==> src/rtl/fifo_write_arbiter.sv <==
// rtl/fifo_write_arbiter.sv - round-robin burst arbiter for the async FIFO write port
// Optional stall counter enabled by defining FIFO_ARB_STALL_CNT_EN.
module fifo_write_arbiter #(
    parameter int NUM_REQ    = 4,
    parameter int DATA_WIDTH = 8,
    parameter int BURST_MAX  = 4
) (
    input  logic                          i_write_clk,
    input  logic                          i_reset,
    input  logic [NUM_REQ-1:0]            i_req,
    input  logic [NUM_REQ*DATA_WIDTH-1:0] i_req_data,
    output logic [NUM_REQ-1:0]            o_ack,
    output logic [NUM_REQ-1:0]            o_grant,
    input  logic                          i_write_full,
    output logic                          o_wr_en,
    output logic [DATA_WIDTH-1:0]         o_wr_data,
    output logic [15:0]                   o_stall_count
);

    localparam int IW = (NUM_REQ > 1) ? $clog2(NUM_REQ) : 1;

    typedef enum logic {S_IDLE, S_BUSY} state_t;

    state_t              r_state;
    logic [NUM_REQ-1:0]  r_grant;
    logic [IW-1:0]       r_gidx;
    logic [IW-1:0]       r_rr_ptr;
    logic [3:0]          r_beat_cnt;

    logic [NUM_REQ-1:0]    w_ack;
    logic                  w_wr_en;
    logic [DATA_WIDTH-1:0] w_wr_data;
    logic                  w_granted_req;
    logic                  w_release;
    logic [IW-1:0]         w_next_ptr;
    logic [IW-1:0]         w_arb_ptr;
    logic [IW-1:0]         w_pick_idx;

    // First asserted request at or after ptr, wrapping past NUM_REQ-1.
    function automatic logic [IW-1:0] f_pick(input logic [NUM_REQ-1:0] r, input logic [IW-1:0] ptr);
        logic [IW-1:0] sel;
        logic          found;
        int            j;
        sel   = '0;
        found = 1'b0;
        for (int k = 0; k < NUM_REQ; k++) begin
            j = int'(ptr) + k;
            if (j >= NUM_REQ) j = j - NUM_REQ;
            if (!found && r[IW'(j)]) begin
                sel   = IW'(j);
                found = 1'b1;
            end
        end
        return sel;
    endfunction

    assign w_ack         = r_grant & i_req & {NUM_REQ{~i_write_full}};
    assign w_wr_en       = |w_ack;
    assign w_granted_req = i_req[r_gidx];
    assign w_release     = ~w_granted_req | (w_wr_en & (r_beat_cnt == 4'(BURST_MAX - 1)));
    assign w_next_ptr    = (r_gidx == IW'(NUM_REQ - 1)) ? '0 : r_gidx + IW'(1);
    // A releasing grant re-arbitrates from the advanced pointer so the holder ranks last.
    assign w_arb_ptr     = (r_state == S_BUSY) ? w_next_ptr : r_rr_ptr;
    assign w_pick_idx    = f_pick(i_req, w_arb_ptr);

    always_comb begin
        w_wr_data = '0;
        for (int i = 0; i < NUM_REQ; i++) begin
            if (w_ack[i]) w_wr_data = i_req_data[i*DATA_WIDTH +: DATA_WIDTH];
        end
    end

    always_ff @(posedge i_write_clk or posedge i_reset) begin
        if (i_reset) begin
            r_state    <= S_IDLE;
            r_grant    <= '0;
            r_gidx     <= '0;
            r_rr_ptr   <= '0;
            r_beat_cnt <= '0;
        end else begin
            case (r_state)
                S_IDLE: begin
                    if (|i_req) begin
                        r_state    <= S_BUSY;
                        r_gidx     <= w_pick_idx;
                        r_grant    <= NUM_REQ'(1) << w_pick_idx;
                        r_beat_cnt <= '0;
                    end
                end
                S_BUSY: begin
                    if (w_release) begin
                        r_rr_ptr   <= w_next_ptr;
                        r_beat_cnt <= '0;
                        if (|i_req) begin
                            r_gidx  <= w_pick_idx;
                            r_grant <= NUM_REQ'(1) << w_pick_idx;
                        end else begin
                            r_state <= S_IDLE;
                            r_grant <= '0;
                        end
                    end else if (w_wr_en) begin
                        r_beat_cnt <= r_beat_cnt + 4'd1;
                    end
                end
                default: begin
                    r_state <= S_IDLE;
                    r_grant <= '0;
                end
            endcase
        end
    end

`ifdef FIFO_ARB_STALL_CNT_EN
    logic [15:0] r_stall_count;

    always_ff @(posedge i_write_clk or posedge i_reset) begin
        if (i_reset) begin
            r_stall_count <= '0;
        end else if (r_state == S_BUSY && i_write_full && w_granted_req && r_stall_count != 16'hFFFF) begin
            r_stall_count <= r_stall_count + 16'd1;
        end
    end

    assign o_stall_count = r_stall_count;
`else
    assign o_stall_count = 16'h0000;
`endif

    assign o_ack     = w_ack;
    assign o_grant   = r_grant;
    assign o_wr_en   = w_wr_en;
    assign o_wr_data = w_wr_data;

endmodule

==> config.mk <==
export PLATFORM = sky130hd
export DESIGN_NAME = fifo_write_arbiter
export DESIGN_NICKNAME = d
export VERILOG_FILES = /design/src/rtl/fifo_write_arbiter.sv
export SDC_FILE = /design/constraint.sdc
export NUM_CORES = 1
export LEC_CHECK = 0
export CAP_MARGIN = 20
export CORE_MARGIN = 5
export CORE_UTILIZATION = 25
export DETAILED_ROUTE_END_ITERATION = 10
export HOLD_SLACK_MARGIN = 0.12
export PLACE_DENSITY_LB_ADDON = 0.3
export SYNTH_ARGS = -nofsm -noshare
export SYNTH_HDL_FRONTEND = slang
export SYNTH_SLANG_ARGS = --single-unit
==> constraint.sdc <==
create_clock -name i_write_clk -period 2.2 [get_ports i_write_clk]
set_input_delay 0.66 -clock i_write_clk [delete_from_list [all_inputs] [get_ports i_write_clk]]
set_output_delay 0.66 -clock i_write_clk [all_outputs]
set_load 0.05 [all_outputs]
### Word level (Yosys, flattened, before mapping)

Index checks and enable logic that the tools add are counted.
Widths: inputs -> output; s select.

* bits in writable memories: 0
* word-level logic and storage cells: 92
* ROM bits: 0
* memories kept: 0
* bits in latches: 0
* flip-flop bits (word level): 13

* magnitude comparators: 9
* add/sub/neg operators: 9
* shift-type cells: 1
* $mul: 0
* bitwise operators: 7
* eq/ne operators: 5
* divide/modulo/power cells: 0
* reductions and logical operators: 11
* mux-type cells: 45

Operator list (number)
* $mux 8: 4
* $mux 2: 12
* $mux 4: 6
* $lt 2x4->1 const B: 4
* $pmux 4 s2: 2
* $mux 1: 14
* $bmux 1 s2: 5
* $ge 3x3->1 const B: 3
* $and 4x4->4: 2
* $reduce_or 4->1: 2
* $sub 2x1->2 const B: 4
* $add 2x2->3 const B: 2
* $reduce_and 2->1: 3
* $add 4x1->4 const B: 1
* $eq 4x2->1 const B: 1
* $pmux 2 s2: 1
* $shl 1x2->4 const A: 1
* $add 2x1->3 const B: 1
* $ge 2x3->1 const B: 1
* $logic_and 1x1->1: 3
* $logic_not 1->1: 3
* $lt 2x3->1 const B: 1
* $ne 3x1->1 const B: 1
* $not 1->1: 3
* 7 further kinds: 7

### Longest topological paths before layout

Gate-level depths: netlist (run 1).

* depth after elaboration: 22
* gate-level depth with buffers: 6
* mapped depth without buffers: 6

### Worst setup path after synthesis (run 1)

Ideal clock, no wire load.

* path kind: reg-to-output
* start point: register r_grant[0] (netlist: o_grant[0])
* end point: output port o_wr_data[0]
* stages on the path, launching flop included: 7
* arrival: 2757 ps
* buffers on the path: 1
* data required time: 1540 ps
* slack: -1217 ps
* cell sequence: dfrtp_1 -> nand2_1 -> nor2_1 -> and2_1 -> clkbuf_1 -> a221oi_1 -> nor2_1

* word-level cells in the longest chain between the ends: 6

RTL lines
* from (decl): RTL line 25 `logic [NUM_REQ-1:0] r_grant;`
* from (signal assigned): RTL line 86 `r_grant <= NUM_REQ'(1) << w_pick_idx;`
* from (signal assigned): RTL line 96 `r_grant <= NUM_REQ'(1) << w_pick_idx;`
* $and 4x4->4 (2 in series): RTL line 57 `assign w_ack = r_grant & i_req & {NUM_REQ{~i_write_full}};`
* net o_ack[0]: RTL line 12 `output logic [NUM_REQ-1:0] o_ack,`
* $mux 8 (4 in series): RTL line 69 `if (w_ack[i]) w_wr_data = i_req_data[i*DATA_WIDTH +: DATA_WIDTH];`
* to (decl): RTL line 16 `output logic [DATA_WIDTH-1:0] o_wr_data,`

The timed path passes the listed nets, and every way through them passes these cells.

### Worst setup path after layout (run 1)

* start point: input port i_req[2]
* end point: output port o_wr_data[5]

* word-level cells in the longest chain between the ends: 4

RTL lines
* from (decl): RTL line 10 `input logic [NUM_REQ-1:0] i_req,`
* $and 4x4->4 (2 in series): RTL line 57
* $mux 8 (2 in series): RTL line 69

Every way passes these cells.

==> impl_metrics.ini, run 1 <==
[synth]
syn_avg_cell_area_um2 = 8.66
ys_ff_latch = 13
synth.cell_area_um2 = 1130
async_flop_share_pct = 100
synth_edf_count = 0
synth_cell_types = 44
syn_inst = 131
yosys_warnings = 0
seq_area_frac_synth_pct = 28.7
synth_top_area_share_pct = 28.7
synth_ff_type = dfrtp_1
yosys.area.top_type = dfrtp_1
ys_top_cells_by_area = dfrtp_1 29%, buf_4 11%, a221oi_1 6.2%, nor2_1 5.6%, o22ai_1 5.0%

[routing]
drc = 0
antenna_left = 0
via_per_inst = 4.84
num_vias = 1268
initialDrtViolationCount = 18
wl_per_cell_um = 15.3
drt_wl_total_um = 4020
firstDrtPassIters = 4

[floorplan]
core_region_area_um2 = 4380
start_util_pct = 25.9
num_rows = 24
die_x_um = 77.4
die_y_um = 77.4
boundaryPins = 72
die_area_um2 = 5990

[critical_path]
crit_path_end_kind = output port
worst_ep_required_time_ns = 1.54
cp.arrival_ns = 1.65
cp-start-kind = primary input
cp_max_fo = 5
criticalPathCategory = primary input to output port

[clocking]
cts_buffer_depth = 2
hold_buffers = 0
clock-sinks = 13
cts_tree = built
numCtsBuffers = 3
htreeDepth = 1
cts-root-buf = clkbuf_8
path_clk_slew_ns = 0.05
clock_latency_ns = 0.25

[status]
violations = negative setup slack
status = finished, violations left

[sta]
whs_ns = 0.507
setup_viol = 8
skew_ns = 0.00169
fin_crit_sh_pct = 105
max_freq_mhz = 433
hold_viol = 0
maxSlewViolCount = 0
setup_slack_ns = -0.110
rsz0062_at_grt = yes
fin_crit_ns = 2.31

[placed_design]
gp_congestion = 0.840
hpwl_um = 3120
place_area_um2 = 2120
portBuffers = 55
dp_cells = 250

[cells_and_area]
final_cell_area_um2 = 2380
fin_util_pct = 54.2
multiInputGateArea_um2 = 1050
drive_gt1_share_pct = 45.2
synthToLayoutAreaGrowth_pct = 109
fin_cells = 262
fill_cells = 381
regArea_um2 = 328
layout.nets = 252
antennaDiodeCount = 0

[flow_run]
cap_violations = 0

[worst_hold_path]
hold_class = flop to flop

[global_routing]
track_usage_pct = 13.5
grt.overflow.total = 0
grt_max_degree = 14
grt_pass1_vias = 1280
antenna_found_initial = 0
grt_pass1_wl_um = 6590

[power_and_ir_drop]
power.leakage_nw = 1.00
p_per_area_nw_per_um2 = 942
ir_drop_mv = 0.740
## per-layer routing
layer / wire length [um] / GRT usage, % / vias up / part of all wire (%)
li1: - / - / 625 / -
met1: 1740 / 17.5 / 586 / 43
met2: 1960 / 22.7 / 52 / 49
met3: 279 / 3.01 / 5 / 6.9
met4: 43 / 3.09 / 0 / 1.1
met5: 0 / 0 / - / 0
## per-stage QoR
stage,power (mW),setup WS (ns),TNS (ns)
floorplan,1.37,-0.188,-1.58
global placement,1.90,-0.666,-11.01
detailed placement,1.91,-0.681,-11.36
CTS,2.25,-0.148,-1.00
global route,2.38,-0.145,-1.03
finish,2.24,-0.110,-0.736
## area by class of cell
class,count,share of cell area (%)
Multi-Input combinational cell,112,44.3
Timing Repair Buffer,78,36.8
Sequential cell,13,13.8
Tap cell,52,2.74
Clock buffer,4,1.90
Inverter,3,0.474
## final timing paths
kind	cells past startpoint	to	slack [ns]	from
max	7	o_wr_data[5]	-0.11	i_req[2]
max in group asynchronous	2	o_grant[0]$_DFFE_PP0P_	1.12	i_reset
min in group asynchronous	2	r_gidx[0]$_DFFE_PP0P_	0.73	i_reset
min	1	r_beat_cnt[3]$_DFFE_PP0P_	0.51	r_beat_cnt[3]$_DFFE_PP0P_
max reg2reg	5	r_gidx[0]$_DFFE_PP0P_	0.26	r_gidx[1]$_DFFE_PP0P_
min reg2reg	1	r_beat_cnt[3]$_DFFE_PP0P_	0.51	r_beat_cnt[3]$_DFFE_PP0P_
## worst max-delay path, cell delays in order
cell and delay, ns:
buf_8 0.10, a22oi_2 0.24, nor2_4 0.07, buf_12 0.14, a221oi_4 0.22, nor2_4 0.07
buf_12 0.15
## flip-flops by register name (all words and copies together) (netlist names)
signal,flops
o_grant,4
r_beat_cnt,4
r_gidx,2
r_rr_ptr,2
r_state,1
## report_power, final
group	switching (mW)	internal, mW	total, mW
clock network	0.0843	0.128	0.212
registers	0.0849	0.322	0.407
logic	0.861	0.759	1.62
## kinds of logic (layout without fill, tap and decap cells)
logic type	Yosys count	count (layout)	synth area share, %
AOI/OAI and AO/OA	37	37	26.1
other	1	16	0.330
DFF	13	13	28.7
and+or+nand+nor	49	50	21.5
buffers and inverters	22	85	12.7
adders and majority gates	2	2	2.20
muxes	7	7	8.49
## synth_stat cells (all sizes together) (3+ instances only)
| cell | number |
|---|---|
| a221oi | 8 |
| a22o | 3 |
| buf | 17 |
| dfrtp | 13 |
| inv | 3 |
| mux2 | 5 |
| nand2 | 15 |
| nand3 | 3 |
| nor2 | 17 |
| nor2b | 3 |
| o22ai | 9 |
## repair_timing
| action | CTS | global route |
|---|---|---|
| setup endpoints to repair | 25 | 8 |
| pin swaps | 16 | 13 |
| buffers inserted | 9 | 1 |
| cloned | 1 | 0 |
| resized for setup | 44 | 8 |
## layout by cell type, fill, tap and decap left out, drive strengths merged, types with 3 or more instances in the layout
cell type / Yosys / routed
a22o: 3 / 3
conb: 1 / 16
nor2b: 3 / 3
o22ai: 9 / 9
a221oi: 8 / 8
clkbuf: 2 / 4
mux2: 5 / 5
nand2: 15 / 15
buf: 17 / 45
inv: 3 / 3
nand3: 3 / 3
or2: 2 / 3
dfrtp: 13 / 13
clkdlybuf4s50: 0 / 30
nor2: 17 / 17
No activity file was read; power rests on OpenSTA's default activity.
==> run 2: changes to the inputs <==
--- a/config.mk
+++ b/config.mk
@@ -9,6 +9,7 @@
 export CORE_MARGIN = 5
 export CORE_UTILIZATION = 25
 export DETAILED_ROUTE_END_ITERATION = 10
+export GPL_ROUTABILITY_DRIVEN = 0
 export HOLD_SLACK_MARGIN = 0.12
 export PLACE_DENSITY_LB_ADDON = 0.3
 export SYNTH_ARGS = -nofsm -noshare
==> results of run 2 <==
Final layout, timing and power as in run 1 (identical DEF).
==> run 3: changes to the inputs <==
--- a/config.mk
+++ b/config.mk
@@ -6,7 +6,7 @@
 export NUM_CORES = 1
 export LEC_CHECK = 0
 export CAP_MARGIN = 20
-export CORE_MARGIN = 5
+export CORE_MARGIN = 1.5
 export CORE_UTILIZATION = 25
 export DETAILED_ROUTE_END_ITERATION = 10
 export GPL_ROUTABILITY_DRIVEN = 0
==> run 3 against run 2 <==
Net effect:
- the flow still finishes with violations (negative setup slack)
- register-to-register slack worse by 0.11 ns
- die area decreased by 17%
- global-route usage is 2.6 points higher
- largest cell class unchanged
- critical path type unchanged
- wire length is 2.1% lower
- via count rose by 6.5%
- largest power group unchanged
- sequential power increased by 2%
==> impl_metrics.ini, run 3 (synthesis gave the netlist of run 1 again) <==
[status]
status = finished, violations left
violations = negative setup slack

[routing]
drt_wl_total_um = 3940
num_vias = 1350
drc = 0
wl_per_cell_um = 14.8
via_per_inst = 5.08
firstDrtPassIters = 4
antenna_left = 0
initialDrtViolationCount = 26

[cells_and_area]
antennaDiodeCount = 0
layout.nets = 256
drive_gt1_share_pct = 46.3
fill_cells = 365
final_cell_area_um2 = 2500
fin_util_pct = 57.4
regArea_um2 = 328
synthToLayoutAreaGrowth_pct = 120
multiInputGateArea_um2 = 1140
layout_commonest_cell = clkdlybuf4s50_1
final_cell_mix = 31 x clkdlybuf4s50_1, 28 x buf_4, 16 x conb_1, 16 x buf_12, 12 x nor2_4

[worst_hold_path]
whs_path_depth = 1
hold_class = flop to flop

[sta]
setup_viol = 9
maxSlewViolCount = 0
max_freq_mhz = 430
whs_ns = 0.510
fin_crit_sh_pct = 106
fin_crit_ns = 2.33
skew_ns = 0.00335
setup_slack_ns = -0.126
hold_viol = 0
rsz0062_at_grt = yes

[global_routing]
grt_pass1_vias = 1322
grt_max_degree = 14
grt.overflow.total = 0
track_usage_pct = 16.0
antenna_found_initial = 0
grt_pass1_wl_um = 6410

[floorplan]
die_area_um2 = 4950
core_region_area_um2 = 4350
die_x_um = 70.4
boundaryPins = 72
num_rows = 24
die_y_um = 70.4
start_util_pct = 26.1

[power_and_ir_drop]
power.leakage_nw = 1.03
power_frac_seq_pct = 18.2
internal_power_mw = 1.24
ir_drop_mv = 0.673
p_clk_share_pct = 9.3
switchingPower_mw = 1.05
comb_power_share_pct = 72.6
p_per_area_nw_per_um2 = 916
swShare_pct = 46.0

[clocking]
cts_tree = built
cts_buffer_depth = 2
path_clk_slew_ns = 0.05
htreeDepth = 1
cts-root-buf = clkbuf_8
numCtsBuffers = 3
clock_latency_ns = 0.24
hold_buffers = 0
clock-sinks = 13

[critical_path]
cp_slowest_stage_delay_ns = 0.24
r2r_cells = 8
worst_ep_required_time_ns = 1.54
cp.arrival_ns = 1.67
cp_max_fo = 7
crit_path_end_kind = output port
cp-start-kind = primary input
criticalPathCategory = primary input to output port
crit_slowest_cell = a22oi_2
cp_cell_sequence = buf_8 -> a22oi_2 -> nor2_4 -> buf_12 -> a221oi_4 -> nor2_4 -> buf_12

[flow_run]
cap_violations = 0

[placed_design]
hpwl_um = 2910
portBuffers = 55
place_area_um2 = 2150
[run 3: cell count changes in the layout (fill, tap and decap cells not counted), sizes merged]
cell           change
buf                +3
clkdlybuf4s50      +1
dlygate4sd2        -1
dlymetal6s2s       +1
[run 3: stage by stage]
| stage | power [mW] | cells | setup WS [ns] | setup TNS, ns |
|---|---|---|---|---|
| finish | 2.29 | 266 | -0.126 | -0.854 |
| global route | 2.43 | 266 | -0.182 | -1.23 |
| CTS | 2.26 | 264 | -0.150 | -1.05 |
| detailed placement | 1.92 | 253 | -0.673 | -11.00 |
| global placement | 1.91 | 253 | -0.648 | -10.94 |
| floorplan | 1.37 | 146 | -0.188 | -1.58 |
[run 3: routing by layer]
layer  GRT usage, %  wire length, um  up-vias
li1               -                -      634
met1           20.0             1620      646
met5              0                0        -
met3           1.88              249        8
met4           8.12               80        0
met2           27.0             1990       62
[run 3: worst max-delay path, delay by kind of cell]
family / cells / cell delay [ns]
simple gates: 2 / 0.14
buf+inv: 3 / 0.40
compound gates: 2 / 0.46
[run 3: power by group through the flow]
stage	Clock, mW	Sequential, mW	Combinational, mW
after floorplan	0	0.484	0.884
final	0.212	0.416	1.66
after detailed placement	0	0.417	1.50
after global placement	0	0.413	1.49
after global routing	0.229	0.429	1.77
after CTS	0.222	0.416	1.63
[run 3: timing repair]
action / 4_1_cts / 5_1_grt
buffers inserted: 8 / 4
pin swaps: 18 / 22
cloned: 1 / 0
setup endpoints to repair: 25 / 9
gates resized for setup: 46 / 14
[run 3: final timing paths]
check,start,endpoint,slack (ns)
min in group asynchronous,i_reset,r_rr_ptr[1]$_DFFE_PP0P_,0.73
min reg2reg,r_beat_cnt[3]$_DFFE_PP0P_,r_beat_cnt[3]$_DFFE_PP0P_,0.51
max reg2reg,o_grant[2]$_DFFE_PP0P_,r_beat_cnt[2]$_DFFE_PP0P_,0.15
max in group asynchronous,i_reset,o_grant[1]$_DFFE_PP0P_,1.12
max,i_req[2],o_wr_data[1],-0.13
min,r_beat_cnt[3]$_DFFE_PP0P_,r_beat_cnt[3]$_DFFE_PP0P_,0.51
[run 3: area by class of cell]
class,instances,share of cell area (%)
clock buffer,4,1.80
inverter,3,0.450
multi-input combinational,112,45.4
sequential,13,13.1
tap,52,2.60
timing repair buffer,82,36.6
